### config.mk
export PLATFORM = sky130hd
export DESIGN_NAME = speed_run_ctrl
export DESIGN_NICKNAME = d
export VERILOG_FILES = /design/src/rtl/speed_run_ctrl.sv
export SDC_FILE = /design/constraint.sdc
export NUM_CORES = 1
export LEC_CHECK = 0
export CAP_MARGIN = 20
export CORE_UTILIZATION = 35
export CTS_CLUSTER_DIAMETER = 100
export DETAILED_ROUTE_END_ITERATION = 8
export PLACE_DENSITY = 0.5
export SYNTH_ARGS = -nofsm -noshare
export SYNTH_HDL_FRONTEND = slang
export SYNTH_SLANG_ARGS = --single-unit
### constraint.sdc
create_clock -name clk -period 2.9 [get_ports clk]
set_input_delay 0.29 -clock clk [delete_from_list [all_inputs] [get_ports clk]]
set_output_delay 0.29 -clock clk [all_outputs]
set_load 0.02 [all_outputs]
### src/rtl/speed_run_ctrl.sv
// Run/pause and speed-level controller: synchronizes and debounces three push-buttons,
// runs a PAUSED/RUNNING FSM, keeps a saturating speed level and emits a periodic step_tick.
module speed_run_ctrl #(
  parameter int DEBOUNCE_CYCLES = 500000,
  parameter int BASE_PERIOD     = 25000000,
  parameter int NUM_LEVELS      = 8,
  parameter int DEFAULT_LEVEL   = 3
) (
  input  logic                          clk,
  input  logic                          rst_n,
  input  logic                          pause_btn,
  input  logic                          faster_btn,
  input  logic                          slower_btn,
  output logic                          running,
  output logic [$clog2(NUM_LEVELS)-1:0] speed_level,
  output logic                          step_tick,
  output logic [2:0]                    btn_evt
);

  localparam int LW = $clog2(NUM_LEVELS);
  localparam int DW = $clog2(DEBOUNCE_CYCLES + 1);
  localparam int PW = $clog2(BASE_PERIOD);
  localparam logic [DW-1:0] DB_LAST = DW'(DEBOUNCE_CYCLES - 1);
  localparam logic [LW-1:0] LVL_MAX = LW'(NUM_LEVELS - 1);
  localparam logic [LW-1:0] LVL_DEF = LW'(DEFAULT_LEVEL);

  typedef enum logic {
    PAUSED  = 1'b0,
    RUNNING = 1'b1
  } run_state_t;

  run_state_t    state;
  logic [2:0]    raw;
  logic [2:0]    sync1;
  logic [2:0]    sync2;
  logic [2:0]    deb;
  logic [DW-1:0] db_cnt [3];
  logic [PW-1:0] per_cnt;
  logic [PW-1:0] per_last;
  logic [31:0]   per_full;
  logic          lvl_up;
  logic          lvl_dn;

  assign raw     = {slower_btn, faster_btn, pause_btn};
  assign running = (state == RUNNING);

  // Saturated speed presses are not level changes, so they must not restart the period.
  always_comb begin
    per_full = 32'(BASE_PERIOD) >> speed_level;
    per_last = PW'(per_full - 32'd1);
    lvl_up   = btn_evt[1] && !btn_evt[2] && (speed_level != LVL_MAX);
    lvl_dn   = btn_evt[2] && !btn_evt[1] && (speed_level != '0);
  end

  always_ff @(posedge clk or negedge rst_n) begin
    if (!rst_n) begin
      sync1   <= '0;
      sync2   <= '0;
      deb     <= '0;
      btn_evt <= '0;
      for (int unsigned i = 0; i < 3; i++) begin
        db_cnt[i] <= '0;
      end
    end else begin
      sync1 <= raw;
      sync2 <= sync1;
      for (int unsigned i = 0; i < 3; i++) begin
        btn_evt[i] <= 1'b0;
        if (sync2[i] == deb[i]) begin
          db_cnt[i] <= '0;
        end else if (db_cnt[i] == DB_LAST) begin
          deb[i]     <= ~deb[i];
          db_cnt[i]  <= '0;
          btn_evt[i] <= ~deb[i];
        end else begin
          db_cnt[i] <= db_cnt[i] + 1'b1;
        end
      end
    end
  end

  always_ff @(posedge clk or negedge rst_n) begin
    if (!rst_n) begin
      state       <= PAUSED;
      speed_level <= LVL_DEF;
      per_cnt     <= '0;
      step_tick   <= 1'b0;
    end else begin
      step_tick <= 1'b0;
      if (btn_evt[0]) begin
        case (state)
          PAUSED:  state <= RUNNING;
          RUNNING: state <= PAUSED;
          default: state <= PAUSED;
        endcase
      end
      if (lvl_up) begin
        speed_level <= speed_level + 1'b1;
      end else if (lvl_dn) begin
        speed_level <= speed_level - 1'b1;
      end
      if (lvl_up || lvl_dn) begin
        per_cnt <= '0;
      end else if (state == RUNNING) begin
        if (per_cnt == per_last) begin
          per_cnt   <= '0;
          step_tick <= 1'b1;
        end else begin
          per_cnt <= per_cnt + 1'b1;
        end
      end
    end
  end

endmodule

==> run metrics <==
Yosys cell types=57; Peak VDD IR=~0.00029 V; detailed placer's ending HPWL=7970 um; cell leakage power=around 0.0025 uW; Ys Warns=0; first-pass GRT wire length=between 20000 and 25000 um; Final Setup Violations=0; post-synthesis sequential area ratio=~46%; Net Switching=approximately 580 uW; Area Growth Syn to Fin=11.6%; Die Y=127 um; met1 wire length=about 6000 um; Worst-path clk slew=about 0.070 ns; HP Class=input port to asynchronous set/reset pin; gr usage total=approximately 16%; Core Area=15200 um2; hold_buf cts=0; mux share of post-synthesis cell area=1.40%; initial antenna violation count=0; fill count=about 1.5k; Avg Inst Size Synth=9.24 um2; CTS Buf Count=9; Port Buf Inserts=12; PD cells=438 nW/um2; Gate power share=around 2.5%; Die Width=127 um; DRC Markers=0; NumNets Final=roughly 610; skew final=between 0.01 and 0.015 ns; Period Utilization, post-route=about nine tenths; most frequent cells in the layout=96 x dfrtp_1, 76 x nor2_1, 68 x nand2_1, 41 x xor2_1, 36 x xnor2_1; total number of vias=4183; internal power=~2100 uW; worst skew pair latency=around 0.35 ns; gpl congestion=0.812; Synth Area in Compound Gates=about 8.3%; Routed Antenna Nets=0; met3 routed WL=roughly 270 um; DIE AREA=approximately 16000 um2; Clock Power Share=approximately 45%; Worst Setup Start Kind=flop; top cell type's share of synthesized area=44.5%; relative slew slack=about two fifths; XOR/XNOR share of the synthesized area=around an eighth; status=finished clean; fin crit period=approximately 2.6 ns; post-synth top area cell=dfrtp_1; final setup TNS=0 ns; routed len/inst=about 15 um; max incr delay on CP=slightly above 0.4 ns; ys async rst share=100%; Initial Util=between 30% and 40%; dominant cells by area after synthesis=dfrtp_1 45%, xor2_1 6.6%, xnor2_1 5.8%; CTS tree=built; max-cap check violation count=0; Overflow after GRT=0; Total Wirelength=between 10000 and 15000 um; Post-synth EDFFs=0; Crit path arrival time=~2.9 ns; Synth Register Bits=99; Final Hold Fails=0; H-tree Lvls=3; vias in the first global route=about 4.2k; Synth Flop Type=dfrtp_1; Pwr Total=about 2700 uW; Ports=13; Max Fclk=~0.38 GHz; Slowest-stage cell, CP=or4_1; unrepaired setup endpoints after global routing=no; CTS root buf=clkbuf_16; layout cells sized above 1=7.46%; Core Rows=45; n_diodes=0; Max Used Layer=met4; critical path peak fanout=26; largest net degree at the start of global routing=between 60 and 70; Critical Path, Cell by Cell=buf_4, nand3b_1, ha_1, or4_1, nand3_1, xnor2_1, o2111ai_1, nor4_4, buf_12, o211ai_1; Gate Count Post-Synth=590; PostCTS Resize Cnt=0; largest family of logic cells by synthesized area=simple AND/OR/NAND/NOR gates; Crit Path Category=flop to flop; worst-margin pin slew=between 0.9 and 1 ns; via/cell ratio=around 5.3; synthesized area=5450 um2; CTS max path bufs=2; # Post-CTS Setup Buffers=0; Adder-Cell Fraction of Synth Area=roughly 1.5%; Post-Synth Simple-Gate Area=roughly 28%; most common cell after layout, fill and taps aside=dfrtp_1; critical path endpoint category=flop; TritonRoute pass-1 iters=6; Final Slew Violations=0; metal2 WL=5540 um; clk sinks=99; Seq pwr share=approximately 53%; 1st-iter DRT viols=about 260; syn_nets=about 600; switch share=21.8%; Required @ worst endpoint=~3.1 ns
## final timing paths
check,startpoint,endpoint,slack [ns],cells past startpoint
worst max register to register,speed_level[1],per_cnt[17],0.25,10
min in group clk,sync1[1],sync2[1],0.35,0
worst max-delay path,speed_level[1],per_cnt[17],0.25,10
worst min-delay path,rst_n,db_cnt[36],0.05,1
worst min register to register,sync1[1],sync2[1],0.35,0
max in group asynchronous,rst_n,db_cnt[5],2.15,2
## final cells by class
type                            instances  area [um2]  area share, %
Inverter                               11        41.3          0.679
Clock inverter                          4        51.3          0.843
Multi-Input combinational cell        451        2790           45.9
Sequential cell                        99        2480           40.8
Tap cell                              188         235           3.87
Timing Repair Buffer                   26         248           4.07
Clock buffer                           12         236           3.89
## sequential cells by signal (all words and copies together) (netlist names)
signal and count:
db_cnt 57, per_cnt 25, btn_evt 3, deb 3, speed_level 3, sync1 3, sync2 3, running 1
step_tick 1
## routing by layer
metal,global-route usage (%),up-vias
met3,2.53,14
met5,0,-
met2,26.4,42
li1,-,2067
met4,6.09,0
met1,21.4,2060
## metrics by stage
stage | util [%] | hold WS (ns) | instance area (um2) | std cells | setup slack, ns
6_report | 40.0 | 0.0533 | 6080 | 791 | 0.254
5_1_grt | 40.0 | 0.150 | 6080 | 791 | 0.114
4_1_cts | 40.0 | 0.111 | 6080 | 791 | 0.276
3_5_place_dp | 38.1 | 0.335 | 5790 | 775 | 0.304
3_3_place_gp | 38.1 | 0.333 | 5790 | 775 | 0.328
2_1_floorplan | - | -0.00559 | 5460 | 590 | 0.00123
## synth_stat cells (all sizes together) (2+ instances only)
cell type and count:
a211oi 4, a21oi 25, a31oi 4, a32oi 2, and2 4, and3 18, and3b 2, and4 10
buf 11, clkbuf 18, dfrtp 97, dfstp 2, ha 5, inv 11, mux2 5, mux2i 2
nand2 68, nand2b 2, nand3 34, nand3b 5, nand4 15, nand4b 3, nor2 76, nor2b 6
nor3 12, nor3b 7, nor4 11, nor4b 2, nor4bb 3, o2111ai 4, o211ai 2, o21ai 14
o22ai 3, o31a 4, or2 2, or3 5, or3b 2, or4 2, xnor2 36, xor2 41
## power groups by stage
stage | clock network (uW) | logic (uW) | registers [uW]
final | 1190 | 67.5 | 1410
after global routing | 1300 | 81.7 | 1410
after CTS | 1240 | 71.8 | 1410
after detailed placement | 0 | 71.7 | 1430
after global placement | 0 | 70.6 | 1430
after floorplan | 0 | 28.9 | 1430
## cell families (layout without fill, tap and decap cells)
family                     count (synthesis)  after routing
and+or+nand+nor                          291            291
DFF                                       99             99
xor gates and xnor gates                  77             77
AOI/OAI and AO/OA                         70             70
buffers and inverters                     40             53
muxes                                      7              7
adders and majority gates                  6              6
## critical path: cells and delay by family (launching register included)
family	cells	cell delay, ns
compound gates	2	0.29
xor+xnor	1	0.12
fa+ha+maj	1	0.26
buf+inv	2	0.37
flops	1	0.38
simple gates	4	1.07
No activity file was read; power rests on OpenSTA's default activity.
